--- config.mk ---
export PLATFORM = sky130hd
export DESIGN_NAME = cascaded_modulo_counter
export DESIGN_NICKNAME = d
export VERILOG_FILES = /design/src/rtl/clock_pkg.sv /design/src/rtl/modulo_stage.sv /design/src/rtl/cascaded_modulo_counter.sv
export SDC_FILE = /design/constraint.sdc
export NUM_CORES = 1
export LEC_CHECK = 0
export BUFFER_PORTS_ARGS = -buffer_cell sky130_fd_sc_hd__buf_2
export CAP_MARGIN = 5
export CORE_MARGIN = 1.5
export CORE_UTILIZATION = 54
export CTS_CLUSTER_SIZE = 40
export DETAILED_ROUTE_END_ITERATION = 12
export GPL_TIMING_DRIVEN = 0
export PLACE_DENSITY = 0.83
export SLEW_MARGIN = 5
export SYNTH_ARGS = -nofsm -noshare
export SYNTH_HDL_FRONTEND = slang
export SYNTH_SLANG_ARGS = --single-unit
--- constraint.sdc ---
create_clock -name TICK -period 3 [get_ports TICK]
set_input_delay 0.75 -clock TICK [delete_from_list [all_inputs] [get_ports TICK]]
set_output_delay 0.75 -clock TICK [all_outputs]
set_load 0.01 [all_outputs]
--- src/rtl/clock_pkg.sv ---
// Shared constants for the digital-clock timebase: moduli, 1 Hz divider, default counter shape.
package clock_pkg;

    localparam int unsigned DEF_STAGES  = 3;
    localparam int unsigned DEF_W       = 8;

    localparam int unsigned SEC_MOD_M1  = 59;
    localparam int unsigned MIN_MOD_M1  = 59;
    localparam int unsigned HOUR_MOD_M1 = 23;

    localparam int unsigned HZ1_DIV_M1  = 100_000_000 - 1;

endpackage

--- src/rtl/modulo_stage.sv ---
// One modulo counter stage: up/down with runtime comparand, preset load and single step.
// wrap is combinational so the parent can ripple carry through all stages in one edge.
module modulo_stage
    import clock_pkg::*;
#(
    parameter int unsigned W = DEF_W
) (
    input  logic         TICK,
    input  logic         RESET_N,
    input  logic         inc,
    input  logic         up_dn,
    input  logic         load,
    input  logic [W-1:0] load_val,
    input  logic         adj,
    input  logic [W-1:0] comparand,
    output logic [W-1:0] q,
    output logic         wrap
);

    logic [W-1:0] r_q;
    logic [W-1:0] w_step;

    // Next value for one step; an out-of-range value snaps to 0 (up) or to the comparand (down).
    always_comb begin
        wrap   = 1'b0;
        w_step = r_q;
        if (up_dn) begin
            wrap   = (r_q >= comparand);
            w_step = wrap ? '0 : r_q + W'(1);
        end else begin
            wrap = (r_q == '0);
            if (wrap || (r_q > comparand)) begin
                w_step = comparand;
            end else begin
                w_step = r_q - W'(1);
            end
        end
    end

    // Stage register: load beats adjust beats count.
    always_ff @(posedge TICK or negedge RESET_N) begin
        if (!RESET_N) begin
            r_q <= '0;
        end else if (load) begin
            r_q <= load_val;
        end else if (adj || inc) begin
            r_q <= w_step;
        end
    end

    assign q = r_q;

endmodule

--- src/rtl/cascaded_modulo_counter.sv ---
// Cascaded modulo counter for the clock timebase (e.g. hours:minutes:seconds).
// Carry/borrow ripples combinationally so every stage updates on the same TICK edge.
module cascaded_modulo_counter
    import clock_pkg::*;
#(
    parameter int unsigned STAGES = DEF_STAGES,
    parameter int unsigned W      = DEF_W
) (
    input  logic                      TICK,
    input  logic                      RESET_N,
    input  logic                      ENABLE,
    input  logic                      UP_DN,
    input  logic [STAGES*W-1:0]       COMPARAND,
    input  logic                      LOAD,
    input  logic [STAGES*W-1:0]       LOAD_VALUE,
    input  logic                      ADJ,
    input  logic [$clog2(STAGES)-1:0] ADJ_SEL,
    output logic [STAGES*W-1:0]       Q_OUT,
    output logic [STAGES-1:0]         CARRY,
    output logic                      ROLLOVER
);

    localparam int unsigned SEL_W = $clog2(STAGES);

    logic              w_cnt;
    logic [STAGES-1:0] w_inc;
    logic [STAGES-1:0] w_wrap;
    logic [STAGES-1:0] w_adj;
    logic [STAGES-1:0] r_carry;
    logic              r_rollover;

    // Counting only happens on edges with no load or adjust pending.
    assign w_cnt = ENABLE && !LOAD && !ADJ;

    // Increment chain: stage k steps when every lower stage steps and wraps.
    always_comb begin
        logic v_acc;
        v_acc = w_cnt;
        w_inc = '0;
        for (int k = 0; k < int'(STAGES); k++) begin
            w_inc[k] = v_acc;
            v_acc    = v_acc && w_wrap[k];
        end
    end

    // Adjust decode; an out-of-range select matches no stage.
    always_comb begin
        w_adj = '0;
        for (int k = 0; k < int'(STAGES); k++) begin
            w_adj[k] = ADJ && (ADJ_SEL == SEL_W'(k));
        end
    end

    for (genvar k = 0; k < int'(STAGES); k++) begin : g_stage
        modulo_stage #(
            .W (W)
        ) u_stage (
            .TICK      (TICK),
            .RESET_N   (RESET_N),
            .inc       (w_inc[k]),
            .up_dn     (UP_DN),
            .load      (LOAD),
            .load_val  (LOAD_VALUE[k*W +: W]),
            .adj       (w_adj[k]),
            .comparand (COMPARAND[k*W +: W]),
            .q         (Q_OUT[k*W +: W]),
            .wrap      (w_wrap[k])
        );
    end

    // Wrap pulses are only raised by counting; load, adjust and idle edges clear them.
    always_ff @(posedge TICK or negedge RESET_N) begin
        if (!RESET_N) begin
            r_carry    <= '0;
            r_rollover <= 1'b0;
        end else begin
            r_carry    <= w_inc & w_wrap;
            r_rollover <= w_inc[STAGES-1] && w_wrap[STAGES-1];
        end
    end

    assign CARRY    = r_carry;
    assign ROLLOVER = r_rollover;

endmodule

# After elaboration in Yosys (flattened, before gate mapping)
# Cells that the tools add are included.
# Widths: inputs -> output; s select.
# totals
output_inout_bits	28
register_bits	28
input_bits	56
# classes
n_addsub	6
bitwise_logic	1
muxes	18
magnitude_cmp	6
n_eq_ne	2
n_reduce_logical	23
# ops
op	count
$mux 8	15
$add 8x1->8 const B	3
$ge 8x8->1	3
$gt 8x8->1	3
$logic_not 8->1	3
$sub 8x1->8 const B	3
$logic_and 1x1->1	8
$logic_or 1x1->1	6
$reduce_bool 2->1	3
$and 3x3->3	1
$mux 1	3
$eq 2x1->1 const B	1
$eq 2x2->1 const B	1
$logic_not 1->1	2
$logic_not 2->1	1

# Longest topological paths before layout
# depth
ltp_word	8
ltp_mapped	12
ltp_nobuf	9

# Hierarchy
# Synthesis repeated with hierarchy kept, for this count alone.
# unflattened
hier_cells	386
area_unflattened_um2	3206.8
# modules_own_cells
mod	instances	area_per_inst_um2	cells_each
modulo_stage	3	1019.7	125
cascaded_modulo_counter	1	147.6	11

# Least setup slack after synthesis
# OpenSTA, ideal clock, no wires.
# synth_timing
path_type	input to register
start	input port COMPARAND[3]
end	register g_stage[1].u_stage.r_q[6]
cell_stages	10
t_arrival_ns	2.689
required_ns	2.918
path_slack_ns	0.229
n_path_buf	2
path_cell_list	inv_1 > ha_1 > and4_1 > o31ai_2 > a221oi_4 > a311o_2 > buf_6 > and2_1 > buf_4 > a31oi_1
# synth_via
elab_chain_len	5
# synth_lines
item	line	text
from (decl)	cascaded_modulo_counter.sv:13	input logic [STAGES*W-1:0] COMPARAND,
$ge 8x8->1	modulo_stage.sv:28	wrap = (r_q >= comparand);
$mux 1	modulo_stage.sv:27	if (up_dn) begin
$logic_and 1x1->1	cascaded_modulo_counter.sv:42	v_acc = v_acc && w_wrap[k];
named net g_stage[1].u_stage.inc	modulo_stage.sv:10	input logic inc,
$logic_or 1x1->1	modulo_stage.sv:46	end else if (adj || inc) begin
$reduce_bool 2->1 (no line)	-	
to (signal assigned)	modulo_stage.sv:45	r_q <= load_val;
to (signal assigned)	modulo_stage.sv:47	r_q <= w_step;
to (decl)	modulo_stage.sv:20	logic [W-1:0] r_q;
# The timed path passes the listed nets, and every way through them passes these cells.
# A chain may end at the register's enable or synchronous reset.

# Worst setup path in the final report
# layout_timing
start	register g_stage[0].u_stage.r_q[0]
end	register g_stage[1].u_stage.r_q[7]
# layout_via
elab_chain_len	5
# layout_lines
item	line
from (decl)	modulo_stage.sv:20
from (signal assigned)	modulo_stage.sv:45
from (signal assigned)	modulo_stage.sv:47
$ge 8x8->1 / $logic_not 8->1 (equally long branches)	modulo_stage.sv:28, modulo_stage.sv:31
$mux 1 (*)	modulo_stage.sv:27
$logic_and 1x1->1 (*)	cascaded_modulo_counter.sv:42
named net g_stage[1].u_stage.inc	modulo_stage.sv:10
$logic_or 1x1->1 (*)	modulo_stage.sv:46
$reduce_bool 2->1 (no line) (*)	-
# The timed path passes the listed nets; every way through them passes the cells marked *.

==> impl_metrics.tcl <==
set metrics [dict create \
    synth_cell_types 53 \
    remaining_drc_errors 0 \
    drv_cap 0 \
    synth-main-ff-cell "sky130_fd_sc_hd__dfrtp_1" \
    relSlewSlack_pct 32.3 \
    synth.cell_area_mm2 0.00308 \
    cp_data_arrival_time_ps 2940 \
    synth.mux.area_fraction_pct 2.93 \
    status "complete, no violations" \
    critical_path.slowest_cell "sky130_fd_sc_hd__dfrtp_2" \
    clkLatencyLatePin_ps 270 \
    antenna_diode_count 0 \
    rows 27 \
    detailed_place_hpwl_um 6740 \
    grt.overflow.total 0 \
    cts_hold_buf 0 \
    asyncSetResetFlopFracSynth_pct 100 \
    worst_path_dominant_cell_family "compound AO/OA/AOI/OAI gates" \
    postCtsSetupBuffers 0 \
    setup.worst_path.class "register to register" \
    clock_path_buffers 2 \
    register_area_um2 677 \
    timing.critical_path.required_ps 3190 \
    utilization_pct 66.0 \
    route.antenna.remaining_nets 0 \
    multi_input_comb_area_mm2 0.00214 \
    setup_viol_count_final 0 \
    timing.final.hold_violations 0 \
    period_minus_slack_ps 2750 \
    post_synthesis_sequential_area_ratio_pct 22.0 \
    worst_setup_path_end_kind "register" \
    route.final.wire_length_um 8710 \
    ctsRootBufferMaster "sky130_fd_sc_hd__clkbuf_8" \
    combinational_family_with_the_most_area_after_synthesis "compound AO/OA/AOI/OAI gates" \
    worst-path-max-fanout 10 \
    tritoncts.num_buffers 3 \
    synth_xor_xnor_area_share_pct 9.96 \
    io_pins 84 \
    max_freq_mhz 364 \
    vdd_ir_drop_max_mv 0.208 \
    detailedRoute.firstIterationViolations 244 \
    placed_cells_incl_taps 541 \
    routed-via-count 3318 \
    post_synthesis_simple_gate_area_fraction_pct 17.3 \
    critical-path-max-stage-delay_ps 490 \
    core-area_mm2 0.00551 \
    powerDensity_mw_per_mm2 465 \
    postLayoutCellArea_mm2 0.00363 \
    via_count_of_the_first_global_routing_pass 2988 \
    dieArea_mm2 0.00616 \
    drt_pass1_iterations 5 \
    floorplan.initialDensity_pct 55.9 \
    gr-usage-all-layers_pct 27.8 \
    tightestPinTransition_ps 1010 \
    path_cells "inv_1 -> ha_1 -> and4_1 -> o31ai_4 -> a221oi_4 -> a311o_2 -> buf_6 -> and2_1 -> buf_4 -> a31oi_1" \
    cts-htree-levels 1 \
    grt_max_degree 28 \
    final_stage_net_count 559 \
    syn_avg_cell_area_um2 7.97 \
    synth_compound_gate_area_share_pct 26.8 \
    yosys_warnings 0 \
    avgViaCountPerCell 6.10 \
    worstSetupStartpointType "register" \
    synth-edff-count 0 \
    floorplan.die.width_um 78.5 \
    drive_gt1_share_pct 23.5 \
    postSynthRegisterBits 27 \
    syn_to_final_growth_pct 18.1 \
    leakage_nw 1.69 \
    fin_worst_skew_ps 3.14 \
    fill_cells 500 \
    antenna_found_initial 0 \
    die_y_um 78.5 \
    hold_path_class "primary input to asynchronous set/reset pin" \
    cp.buffers_inverters 3 \
    post_synth_fa_ha_maj_area_fraction_pct 12.2 \
    clock_sink_count 27 \
    rsz_0062_raised_after_global_routing "false" \
    place_area_mm2 0.00358 \
    synthesized_instance_count 386 \
    fin_crit_sh_pct 91.7 \
    wire_per_inst_um 16.0 \
    grt_first_pass_wirelength_um 13800 \
    slew_violations 0 \
    placement.io_buffers 83 \
    gp_routability_congestion 0.941 \
    clock_tree_from_tritoncts "yes" \
    postSynthNetCount 472 \
    stdcell_count 544 \
    clkTransAtPathRegs_ps 100 \
    final.hold.worst_slack_ps 484 \
]
==> kinds of logic (layout without fill, tap and decap cells) <==
family	count (synthesis)	after routing
mux	9	9
buf+inv	63	149
simple gates	101	101
fa+ha+maj	30	30
xor+xnor	35	35
flops	27	27
compound gates	121	121
==> layer usage <==
| layer | part of all wire, % | vias up | global-route usage (%) |
|---|---|---|---|
| met5 | 0 | - | 0 |
| met4 | 1.4 | 0 | 8.39 |
| met3 | 8.0 | 14 | 1.86 |
| met2 | 47 | 187 | 46.5 |
| met1 | 43 | 1537 | 38.3 |
| li1 | - | 1580 | - |
==> per-stage QoR <==
step,setup WS (ps),total power (W),setup TNS [ps]
global route,102,0.00182,0
floorplan,229,0.00119,0
finish,250,0.00169,0
global placement,-90.4,0.00142,-425
detailed placement,-118,0.00146,-587
CTS,41.1,0.00168,0
==> flip-flops by register name, indices dropped and copies added (netlist names) <==
| name | cells |
|---|---|
| CARRY | 3 |
| g_stage.u_stage.q | 24 |
==> path summary, 6_finish.rpt <==
| check | start | slack, ps | to | cells past startpoint |
|---|---|---|---|---|
| max | g_stage[0].u_stage.q[0] | 250 | g_stage[1].u_stage.q[7] | 10 |
| min | RESET_N | 480 | g_stage[0].u_stage.q[4] | 1 |
| max reg2reg | g_stage[0].u_stage.q[0] | 250 | g_stage[1].u_stage.q[7] | 10 |
| min reg2reg | g_stage[2].u_stage.q[7] | 720 | g_stage[2].u_stage.q[7] | 2 |
| max in group asynchronous | RESET_N | 2060 | g_stage[0].u_stage.q[0] | 1 |
| min in group TICK | g_stage[2].u_stage.q[7] | 720 | g_stage[2].u_stage.q[7] | 2 |
==> worst reg2reg max path: stages (launching register included) <==
cell                       delay (ps)
sky130_fd_sc_hd__dfrtp_2          490
sky130_fd_sc_hd__inv_1            180
sky130_fd_sc_hd__ha_1             260
sky130_fd_sc_hd__and4_1           240
sky130_fd_sc_hd__o31ai_4          350
sky130_fd_sc_hd__a221oi_4         140
sky130_fd_sc_hd__a311o_2          390
sky130_fd_sc_hd__buf_6            150
sky130_fd_sc_hd__and2_1           150
sky130_fd_sc_hd__buf_4            160
sky130_fd_sc_hd__a31oi_1          170
==> cell usage after synthesis, types with 3 or more instances <==
master	number	area, µm²
sky130_fd_sc_hd__buf_6	3	33.8
sky130_fd_sc_hd__and2_1	4	25.0
sky130_fd_sc_hd__a221oi_1	6	52.6
sky130_fd_sc_hd__nor2b_1	3	18.8
sky130_fd_sc_hd__nand2_1	27	101
sky130_fd_sc_hd__and3_1	4	25.0
sky130_fd_sc_hd__nor3_1	9	45.0
sky130_fd_sc_hd__mux2i_1	9	90.1
sky130_fd_sc_hd__nand2b_1	5	31.3
sky130_fd_sc_hd__nor4_1	3	18.8
sky130_fd_sc_hd__nand3_1	16	80.1
sky130_fd_sc_hd__dfrtp_1	27	676
sky130_fd_sc_hd__o21a_1	6	45.0
sky130_fd_sc_hd__o21ai_0	21	105
sky130_fd_sc_hd__xnor2_1	25	219
sky130_fd_sc_hd__o211ai_1	6	45.0
sky130_fd_sc_hd__o31ai_1	6	45.0
sky130_fd_sc_hd__a21oi_1	23	115
sky130_fd_sc_hd__inv_1	38	143
sky130_fd_sc_hd__ha_1	30	375
sky130_fd_sc_hd__a31oi_1	11	68.8
sky130_fd_sc_hd__o22ai_1	24	150
sky130_fd_sc_hd__nor2_1	13	48.8
sky130_fd_sc_hd__xor2_1	10	87.6
sky130_fd_sc_hd__buf_2	3	15.0
sky130_fd_sc_hd__clkbuf_1	15	56.3
sky130_fd_sc_hd__buf_4	3	22.5
sky130_fd_sc_hd__nand4_1	5	31.3
==> layout by cell type (no fill, tap or decap), types with 9 or more instances in the layout <==
master	instances
sky130_fd_sc_hd__ha_1	30
sky130_fd_sc_hd__o22ai_1	24
sky130_fd_sc_hd__nor3_1	9
sky130_fd_sc_hd__dfrtp_1	26
sky130_fd_sc_hd__a31oi_1	11
sky130_fd_sc_hd__inv_1	38
sky130_fd_sc_hd__nand3_1	16
sky130_fd_sc_hd__o21ai_0	21
sky130_fd_sc_hd__clkbuf_1	14
sky130_fd_sc_hd__xnor2_1	25
sky130_fd_sc_hd__nor2_1	13
sky130_fd_sc_hd__nand2_1	27
sky130_fd_sc_hd__mux2i_1	9
sky130_fd_sc_hd__a21oi_1	23
sky130_fd_sc_hd__buf_2	86
sky130_fd_sc_hd__xor2_1	10
==> power breakdown <==
group / leakage, nW / internal (W) / switching [W]
combinational: 1.34 / 0.000415 / 0.000530
sequential: 0.321 / 0.000421 / 0.000107
clock: 0.0255 / 0.0000932 / 0.000123
==> repair_timing <==
action | 4_1_cts | 5_1_grt
resized for setup | 1 | 1
endpoints found under the hold margin | 0 | 0
cloned | 0 | 0
setup endpoints to repair | 7 | 9
==> area by class of cell <==
| type | instances | share of cell area, % |
|---|---|---|
| Multi-Input combinational cell | 296 | 58.8 |
| Inverter | 39 | 4.03 |
| Clock inverter | 1 | 0.138 |
| Tap cell | 72 | 2.48 |
| Clock buffer | 3 | 1.14 |
| Timing Repair Buffer | 83 | 11.4 |
| Buffer | 23 | 3.41 |
| Sequential cell | 27 | 18.6 |
(Power assumes the default switching activity.)
